## config.mk

```make
export PLATFORM = sky130hd
export DESIGN_NAME = density_accumulator
export DESIGN_NICKNAME = d
export VERILOG_FILES = /design/src/rtl/density_accumulator.sv
export SDC_FILE = /design/constraint.sdc
export NUM_CORES = 1
export LEC_CHECK = 0
export BUFFER_PORTS_ARGS = -buffer_cell sky130_fd_sc_hd__buf_2
export CAP_MARGIN = 20
export CORE_MARGIN = 8
export CORE_UTILIZATION = 57
export DETAILED_ROUTE_END_ITERATION = 10
export PLACE_DENSITY = 0.74
export SKIP_CTS_REPAIR_TIMING = 1
export SLEW_MARGIN = 20
export SYNTH_ARGS = -nofsm -noshare
export SYNTH_HDL_FRONTEND = slang
export SYNTH_SLANG_ARGS = --single-unit
```

## constraint.sdc

```tcl
create_clock -name clk_in -period 16.8 [get_ports clk_in]
set_clock_uncertainty 0.15 [all_clocks]
set_input_delay 1.68 -clock clk_in [delete_from_list [all_inputs] [get_ports clk_in]]
set_output_delay 1.68 -clock clk_in [all_outputs]
set_load 0.005 [all_outputs]
```

## src/rtl/density_accumulator.sv

```systemverilog
// Sums a stream of binary16 kernel contributions into one density value.
// Terms are buffered in a FIFO and folded in one at a time through a pipelined adder.
module density_accumulator #(
  parameter int unsigned COUNT_W    = 8,
  parameter int unsigned FIFO_DEPTH = 8
) (
  input  logic               clk_in,
  input  logic               rst,
  input  logic               start,
  input  logic [COUNT_W-1:0] num_terms,
  input  logic [15:0]        term,
  input  logic               data_valid_in,
  output logic [15:0]        result,
  output logic               data_valid_out,
  output logic               busy,
  output logic               overflow
);

  localparam int unsigned PTR_W   = (FIFO_DEPTH > 1) ? $clog2(FIFO_DEPTH) : 1;
  localparam int unsigned CNT_W   = PTR_W + 1;
  localparam int unsigned ADD_LAT = 4;

  typedef enum logic [1:0] {IDLE, ACCUM, DONE} state_t;

  state_t             state, state_nxt;
  logic [COUNT_W-1:0] n_q, recv_q, consumed_q;
  logic [15:0]        fifo_mem [FIFO_DEPTH];
  logic [PTR_W-1:0]   head_q, tail_q;
  logic [CNT_W-1:0]   count_q;
  logic [15:0]        acc_q;
  logic               in_flight_q;
  logic [15:0]        add_sum;
  logic               add_valid;

  logic start_ok_c, push_c, drop_c, pop_c, last_c, fifo_full_c, limit_hit_c;

  always_ff @(posedge clk_in) begin
    if (rst) state <= IDLE;
    else     state <= state_nxt;
  end

  // Next state plus term acceptance / issue decisions
  always_comb begin
    state_nxt   = state;
    push_c      = 1'b0;
    drop_c      = 1'b0;
    pop_c       = (state == ACCUM) && !in_flight_q && (count_q != '0);
    last_c      = (state == ACCUM) && add_valid && ((consumed_q + COUNT_W'(1)) == n_q);
    start_ok_c  = (state == IDLE) && start;
    fifo_full_c = (count_q == CNT_W'(FIFO_DEPTH)) && !pop_c;
    limit_hit_c = start_ok_c ? (num_terms == '0) : (recv_q == n_q);
    if (data_valid_in && (start_ok_c || (state == ACCUM))) begin
      if (limit_hit_c || fifo_full_c) drop_c = 1'b1;
      else                            push_c = 1'b1;
    end
    case (state)
      IDLE:    if (start) state_nxt = (num_terms == '0) ? DONE : ACCUM;
      ACCUM:   if (last_c) state_nxt = DONE;
      DONE:    state_nxt = IDLE;
      default: state_nxt = IDLE;
    endcase
  end

  always_ff @(posedge clk_in) begin
    if (push_c) fifo_mem[tail_q] <= term;
  end

  always_ff @(posedge clk_in) begin
    if (rst) begin
      head_q  <= '0;
      tail_q  <= '0;
      count_q <= '0;
    end else begin
      if (push_c) tail_q <= tail_q + PTR_W'(1);
      if (pop_c)  head_q <= head_q + PTR_W'(1);
      case ({push_c, pop_c})
        2'b10:   count_q <= count_q + CNT_W'(1);
        2'b01:   count_q <= count_q - CNT_W'(1);
        default: count_q <= count_q;
      endcase
    end
  end

  always_ff @(posedge clk_in) begin
    if (rst) begin
      n_q            <= '0;
      recv_q         <= '0;
      consumed_q     <= '0;
      acc_q          <= '0;
      in_flight_q    <= 1'b0;
      result         <= '0;
      data_valid_out <= 1'b0;
      busy           <= 1'b0;
      overflow       <= 1'b0;
    end else begin
      data_valid_out <= 1'b0;
      busy           <= (state_nxt != IDLE);
      if (start_ok_c) begin
        n_q        <= num_terms;
        acc_q      <= '0;
        consumed_q <= '0;
        overflow   <= 1'b0;
        recv_q     <= push_c ? COUNT_W'(1) : '0;
      end else if (push_c) begin
        recv_q <= recv_q + COUNT_W'(1);
      end
      // A drop in the start cycle must win over the start's clear
      if (drop_c) overflow <= 1'b1;
      if (pop_c)  in_flight_q <= 1'b1;
      if ((state == ACCUM) && add_valid) begin
        acc_q       <= add_sum;
        consumed_q  <= consumed_q + COUNT_W'(1);
        in_flight_q <= 1'b0;
      end
      if (state == DONE) begin
        result         <= acc_q;
        data_valid_out <= 1'b1;
      end
    end
  end

  binary16_adder #(.LATENCY(ADD_LAT)) u_adder (
    .clk_in         (clk_in),
    .rst            (rst),
    .a              (acc_q),
    .b              (fifo_mem[head_q]),
    .data_valid_in  (pop_c),
    .result         (add_sum),
    .data_valid_out (add_valid)
  );

endmodule

// binary16 adder, round-to-nearest-even, subnormal aware; LATENCY output stages
// are left for retiming the single combinational add.
module binary16_adder #(
  parameter int unsigned LATENCY = 4
) (
  input  logic        clk_in,
  input  logic        rst,
  input  logic [15:0] a,
  input  logic [15:0] b,
  input  logic        data_valid_in,
  output logic [15:0] result,
  output logic        data_valid_out
);

  logic        sx, sy;
  logic [4:0]  ex, ey;
  logic [9:0]  fx, fy;
  logic [5:0]  e_big, e_sml, diff, e_n, lsh;
  logic [13:0] m_big, m_sml, aligned, sn;
  logic [45:0] sh;
  logic [14:0] s, packed_v;
  logic [4:0]  exp_field;
  logic [3:0]  lz;
  logic        rnd;
  logic [15:0] sum_c;

  logic [15:0]        pipe_sum [LATENCY];
  logic [LATENCY-1:0] pipe_v;

  // Order operands so x has the larger magnitude, then align, add, normalise, round
  always_comb begin
    {sx, ex, fx} = (a[14:0] < b[14:0]) ? b : a;
    {sy, ey, fy} = (a[14:0] < b[14:0]) ? a : b;
    e_big   = {1'b0, (ex == 5'd0) ? 5'd1 : ex};
    e_sml   = {1'b0, (ey == 5'd0) ? 5'd1 : ey};
    m_big   = {(ex != 5'd0), fx, 3'b000};
    m_sml   = {(ey != 5'd0), fy, 3'b000};
    diff    = e_big - e_sml;
    sh      = {m_sml, 32'd0} >> diff;
    aligned = sh[45:32] | {13'd0, |sh[31:0]};
    s       = (sx == sy) ? ({1'b0, m_big} + {1'b0, aligned})
                         : ({1'b0, m_big} - {1'b0, aligned});
    lz = 4'd14;
    for (int i = 0; i < 14; i++) begin
      if (s[i]) lz = 4'(13 - i);
    end
    lsh = '0;
    if (s[14]) begin
      sn  = {s[14:2], s[1] | s[0]};
      e_n = e_big + 6'd1;
    end else begin
      lsh = ({2'b00, lz} < (e_big - 6'd1)) ? {2'b00, lz} : (e_big - 6'd1);
      sn  = s[13:0] << lsh;
      e_n = e_big - lsh;
    end
    exp_field = sn[13] ? e_n[4:0] : 5'd0;
    rnd       = sn[2] & (sn[1] | sn[0] | sn[3]);
    // Rounding carry ripples into the exponent (subnormal->normal, normal->inf)
    packed_v  = {exp_field, sn[12:3]} + 15'(rnd);
    sum_c     = {sx, packed_v};
    if (s == '0)         sum_c = {sx & sy, 15'd0};
    if (e_n >= 6'd31)    sum_c = {sx, 15'h7C00};
    if (ex == 5'h1f) begin
      if (fx != '0 || (ey == 5'h1f && sx != sy)) sum_c = 16'h7E00;
      else                                       sum_c = {sx, 15'h7C00};
    end
  end

  always_ff @(posedge clk_in) begin
    if (rst) begin
      pipe_v <= '0;
      for (int i = 0; i < int'(LATENCY); i++) pipe_sum[i] <= '0;
    end else begin
      pipe_v[0]   <= data_valid_in;
      pipe_sum[0] <= sum_c;
      for (int i = 1; i < int'(LATENCY); i++) begin
        pipe_v[i]   <= pipe_v[i-1];
        pipe_sum[i] <= pipe_sum[i-1];
      end
    end
  end

  assign result         = pipe_sum[LATENCY-1];
  assign data_valid_out = pipe_v[LATENCY-1];

endmodule
```

* After elaboration in Yosys (flattened, before gate mapping) *
Memories as Yosys holds them, arrays and structs flattened. A register that Yosys moved wholly into a read port is not among the register bits.
Cells that the tools add are included.

storage, ports and cells
  register bits = 76
  RAM bits = 192
  bits of input ports = 28
  output and inout bits = 19
  word-level logic and storage cells = 142
  memories = 2

memory list
  name              words  width  read ports  clocked after memory_dff  write ports  RTL line  text
  fifo_mem          8      16     1           1                         1            27        logic [15:0] fifo_mem [FIFO_DEPTH];
  u_adder.pipe_sum  4      16     4           0                         4            160       logic [15:0] pipe_sum [LATENCY];

cells by class
  add/subtract/negate cells = 13
  $lt $le $gt $ge = 3
  equality and inequality tests = 11
  shift operators = 2
  muxes and demuxes = 58
  bitwise logic cells = 10
  reduce and logical (&&, ||, !) cells = 29

operator list
  kind                                          number
  2-to-1 mux 16 bit                             12
  >> shifter 46 x 6 -> 46 bit                   1
  2-to-1 mux 4 bit                              8
  2-to-1 mux 8 bit                              4
  OR reduction 32 bit                           1
  2-to-1 mux 3 bit                              6
  adder 8 x 1 -> 8 bit (second input constant)  2
  == test 8 bit                                 2
  adder 14 x 14 -> 15 bit                       1
  adder 15 x 1 -> 15 bit                        1
  logical NOT 15 bit                            1
  less-than comparator 15 bit                   1
  2-to-1 mux 15 bit                             1
  2-to-1 mux 5 bit                              3
  subtractor 14 x 14 -> 15 bit                  1
  2-to-1 mux 1 bit                              14
  2-to-1 mux 14 bit                             1
  bitwise OR 14 x 1 -> 14 bit                   1
  << shifter 14 x 6 -> 14 bit                   1
  2-to-1 mux 6 bit                              2
  == test 5 bit (second input constant)         2
  logical NOT 5 bit                             2
  2-to-1 mux 2 bit                              5
  nonzero test 10 bit                           1
  27 further kinds                              52

* Longest topological paths before layout *
  depth after elaboration = 36
  gate-level depth with buffers = 67
  depth with buffers taken out = 60

* By module *
A second synthesis with hierarchy kept.

unflattened totals
  cell total of the unflattened synthesis = 1665
  area, all modules = 16310.6 um^2

by module, submodules not included
  module               instances  cells each  area each (um^2)  seq. area each (um^2)
  density_accumulator  1          593         8242.9            5345.1
  binary16_adder       1          1072        8067.7            1361.3

* Worst setup path after synthesis *
No wires, ideal clock.

  path kind = register to register
  from = register with a tool-made name
  to = memory u_adder.pipe_sum[0][12]
  library setup time = 0.134 ns
  data arrival time = 13.487 ns
  data required time = 16.516 ns
  slack = 3.029 ns
  cell stages (with the launch flop) = 64
  buffers on the path = 10
  clock period less this slack = 13.771 ns
  path through = dfxtp_1 buf_6 buf_6 mux4_2 mux2i_2 ha_1 nand4_1 nor2_1 o21ai_0 o21ai_2 clkbuf_1 clkbuf_1 nor2_1 a21oi_1 nand3_1 or3_1 and2_1 clkbuf_1 [... 28 more ...] a21oi_1 nand2b_1 nor3_2 or2_1 mux2i_2 bufinv_8 buf_4 ha_1 and2_1 ha_1 a21o_1 a21oi_1 xnor2_1 nand2b_1 inv_1 a211oi_2 nor2_1 or4_1

RTL lines
  what              RTL line
  end: declaration  160

==> metrics.md <==
| Metric | Value |
|---|---|
| Status | complete, no violations |
| Nets | approximately 1700 |
| Cells after Synth | between 1500 and 2000 |
| Slowest CP cell | dfxtp_2 |
| Pre-antenna DRT Iters | 6 |
| DR iter-0 viols | roughly 1300 |
| GRT Total Usage | 0.2419 |
| Hold path start | u_adder.pipe_sum[1][0] |
| Worst Path Required | ~17000 ps |
| Async SR Flop Fraction | 0 |
| Die Wd | 183.3 um |
| Post-Route WL | 41.57 mm |
| DP HPWL | around 30 mm |
| Hold Crit Class | reg2reg |
| Setup Viol. Count Final | 0 |
| Logic gate share of total power | 0.454 |
| Initial antenna violation count | 0 |
| Clock latency at the later pin of the worst-skew pair | approximately 540 ps |
| Register area share after synthesis | 0.4204 |
| Cell repeated most along the worst path | a21oi_1 |
| Multi-input logic area | 8718 um^2 |
| Post-route minimum period | roughly 15000 ps |
| Residual DRC count | 0 |
| Post-synthesis xor/xnor area fraction | 0.03287 |
| Max_slew headroom | 0.2772 |
| Largest net degree at the start of global routing | 64 |
| Worst hold margin | roughly 280 ps |
| Mux contribution to synthesized area | 0.09852 |
| Inserted Clock Buffers | 27 |
| Ys Warns | 0 |
| Worst Path Class, Setup | reg2reg |
| Peak supply drop | a little over 0.00008 V |
| Post-route setup slack | between 1000 and 1500 ps |
| Reg clk slew, reported paths | 70 ps |
| Clock power frac | 0.245 |
| Starting Density | 0.5758 |
| Non-Filler Instances | 2047 |
| Synth Area in Compound Gates | 0.1715 |
| Worst Path Arrival | ~16000 ps |
| P_sw | between 0.9 and 1 mW |
| Setup TNS | 0 ps |
| Static Leakage | roughly 6.5 nW |
| Final ANT Viol Nets | 0 |
| CP peak stage delay | between 800 and 900 ps |
| Sinks on Clock Net | about 270 |
| Avg Inst Size Synth | between 9 and 10 um^2 |
| Worst-path maximum fanout | 26 |
| Final hold vios | 0 |
| Fmax | 0.06457 GHz |
| Die Ht | ~180 um |
| Library cells used by synthesis | between 100 and 150 |
| GR Overflow Total | 0 |
| First-pass GRT wire length | 65.53 mm |
| Post-Synth Adder-Cell Area | 0.05271 |
| ANT cells | 0 |
| Core area | 27710 um^2 |
| Most common cell after layout, fill and taps aside | nand2_1 |
| Avg Vias per Cell | about 6.3 |
| Final Slew Violations | 0 |
| Root Buffer | clkbuf_16 |
| Die area | 33590 um^2 |
| Vias in the first global route | around 12000 |
| Post-synth EDFFs | roughly 130 |
| Most frequent cells in the layout | 171 x nand2_1, 149 x nor2_1, 141 x dfxtp_1 |
| # port buffers | 46 |
| Slew @ Worst Pin | around 1100 ps |
| Final worst-path cycle share | 0.9219 |
| Register Area | roughly 6700 um^2 |
| Layout cells sized above 1 | 0.1486 |
| Pwr Total | 2.494 mW |
| Ys flop type | dfxtp_1 |
| Largest family of logic cells by synthesized area | simple AND/OR/NAND/NOR gates |
| Top Ports | 47 |
| Post-Synth Simple-Gate Area | 0.1861 |
| Nature of the critical path endpoint | flip-flop |
| FF+latch count, synth | around 270 |
| MaxCap Viol Count | 0 |
| Post-Syn Area | between 15000 and 20000 um^2 |
| Setup crit start kind | flip-flop |
| CTS tree | yes |
| Cell Rows | a little over 60 |
| Fillers | between 2000 and 2500 |
| Placer congestion estimate | around 0.99 |
| Cell Pwr Density | 142.5 nW/um^2 |
| Synthesized Nets | 1713 |
| DR vias | between 10000 and 15000 |
| Sequential power share | 0.301 |
| Area Growth Syn to Fin | 9.695% |
| Net Sw Frac | 0.3914 |
| Post-Place Setup Slack | around 1100 ps |
| DR WL/cell | 20.31 um |
| Max Buffers Root-to-Sink | 3 |
| Power Internal | approximately 1.5 mW |
| Htree depth | 1 |
| DP Cell Count | 1996 |
-- stage by stage --
stage          cell area [um^2]    util
2_1_floorplan             15950       -
3_3_place_gp              16540  0.5971
3_5_place_dp              16540  0.5971
4_1_cts                   17460  0.6303
5_1_grt                   17500  0.6316
6_report                  17500  0.6316
-- worst max-delay path: cells and delay by family (launching register included) --
kind | cells | cell delay (ps)
multiplexers | 7 | 2420
adder cells (fa/ha/maj) | 6 | 2470
AO/OA/AOI/OAI | 19 | 4610
buffers and inverters | 4 | 860
flip-flops | 1 | 820
AND/OR/NAND/NOR | 17 | 3820
XOR/XNOR | 1 | 200
-- metal layers --
layer | track usage | share of wire
met3 | 0.03562 | 0.083
met1 | 0.3470 | 0.44
met2 | 0.3863 | 0.46
met4 | 0.04652 | 0.017
met5 | 0 | 0
-- cell type report --
| class | instances | share of cell area |
|---|---|---|
| Multi-Input combinational cell | 1216 | 0.4982 |
| Sequential cell | 271 | 0.3836 |
| Clock buffer | 34 | 0.04247 |
| Tap cell | 378 | 0.02703 |
| Timing Repair Buffer | 74 | 0.02531 |
| Inverter | 58 | 0.01330 |
| Clock inverter | 16 | 0.01008 |
-- flip-flops by register name, summed over array words and instances (netlist names), named ones only --
register,flops
acc_q,16
consumed_q,8
recv_q,8
count_q,4
in_flight_q,1
fifo_mem,128
head_q,3
tail_q,3
data_valid_out,1
overflow,1
u_adder.pipe_v,4
busy,1
result,16
u_adder.pipe_sum,64
state,2
n_q,8
-- kinds of logic (layout without fill, tap and decap cells) --
logic type,count (synthesis),after routing
DFF,271,271
buffers and inverters,135,182
AOI/OAI and AO/OA,387,388
and+or+nand+nor,604,604
xor gates and xnor gates,59,59
adders and majority gates,65,65
muxes,100,100
-- synthesized netlist by cell type, types with 15 or more instances --
master | number | area share
or3_1 | 18 | 0.0071
a22oi_1 | 22 | 0.010
ha_1 | 60 | 0.047
nand2_1 | 171 | 0.040
nor2b_1 | 57 | 0.022
clkbuf_1 | 49 | 0.012
nand2b_1 | 15 | 0.0059
xnor2_1 | 29 | 0.016
inv_1 | 56 | 0.013
mux2i_1 | 37 | 0.023
nor4_1 | 17 | 0.0067
a21oi_1 | 103 | 0.032
a211oi_1 | 18 | 0.0085
o211ai_1 | 16 | 0.0075
o21ai_0 | 59 | 0.019
xor2_1 | 29 | 0.016
edfxtp_1 | 128 | 0.24
a31oi_1 | 17 | 0.0067
mux4_2 | 35 | 0.049
and3_1 | 16 | 0.0063
nand4_1 | 15 | 0.0059
nor3_1 | 37 | 0.012
dfxtp_1 | 143 | 0.18
mux2_2 | 16 | 0.011
nor2_1 | 149 | 0.035
nand3_1 | 47 | 0.015
-- power groups by stage --
stage / clock (mW) / sequential [mW] / combinational (mW)
2_1_floorplan: 0 / 0.753 / 0.847
3_3_place_gp: 0 / 0.762 / 1.10
3_5_place_dp: 0 / 0.763 / 1.10
4_1_cts: 0.622 / 0.750 / 1.10
5_1_grt: 0.647 / 0.754 / 1.23
6_report: 0.612 / 0.750 / 1.13
-- worst paths after layout --
check | to | slack, ps | cells after the start
setup reg to reg | u_adder.pipe_sum[0][9] | 1310 | 54
setup / recovery | u_adder.pipe_sum[0][9] | 1310 | 54
hold / removal | u_adder.pipe_sum[2][0] | 280 | 1
hold reg to reg | u_adder.pipe_sum[2][0] | 280 | 1
Note: power is estimated with default switching activity, not from simulation.
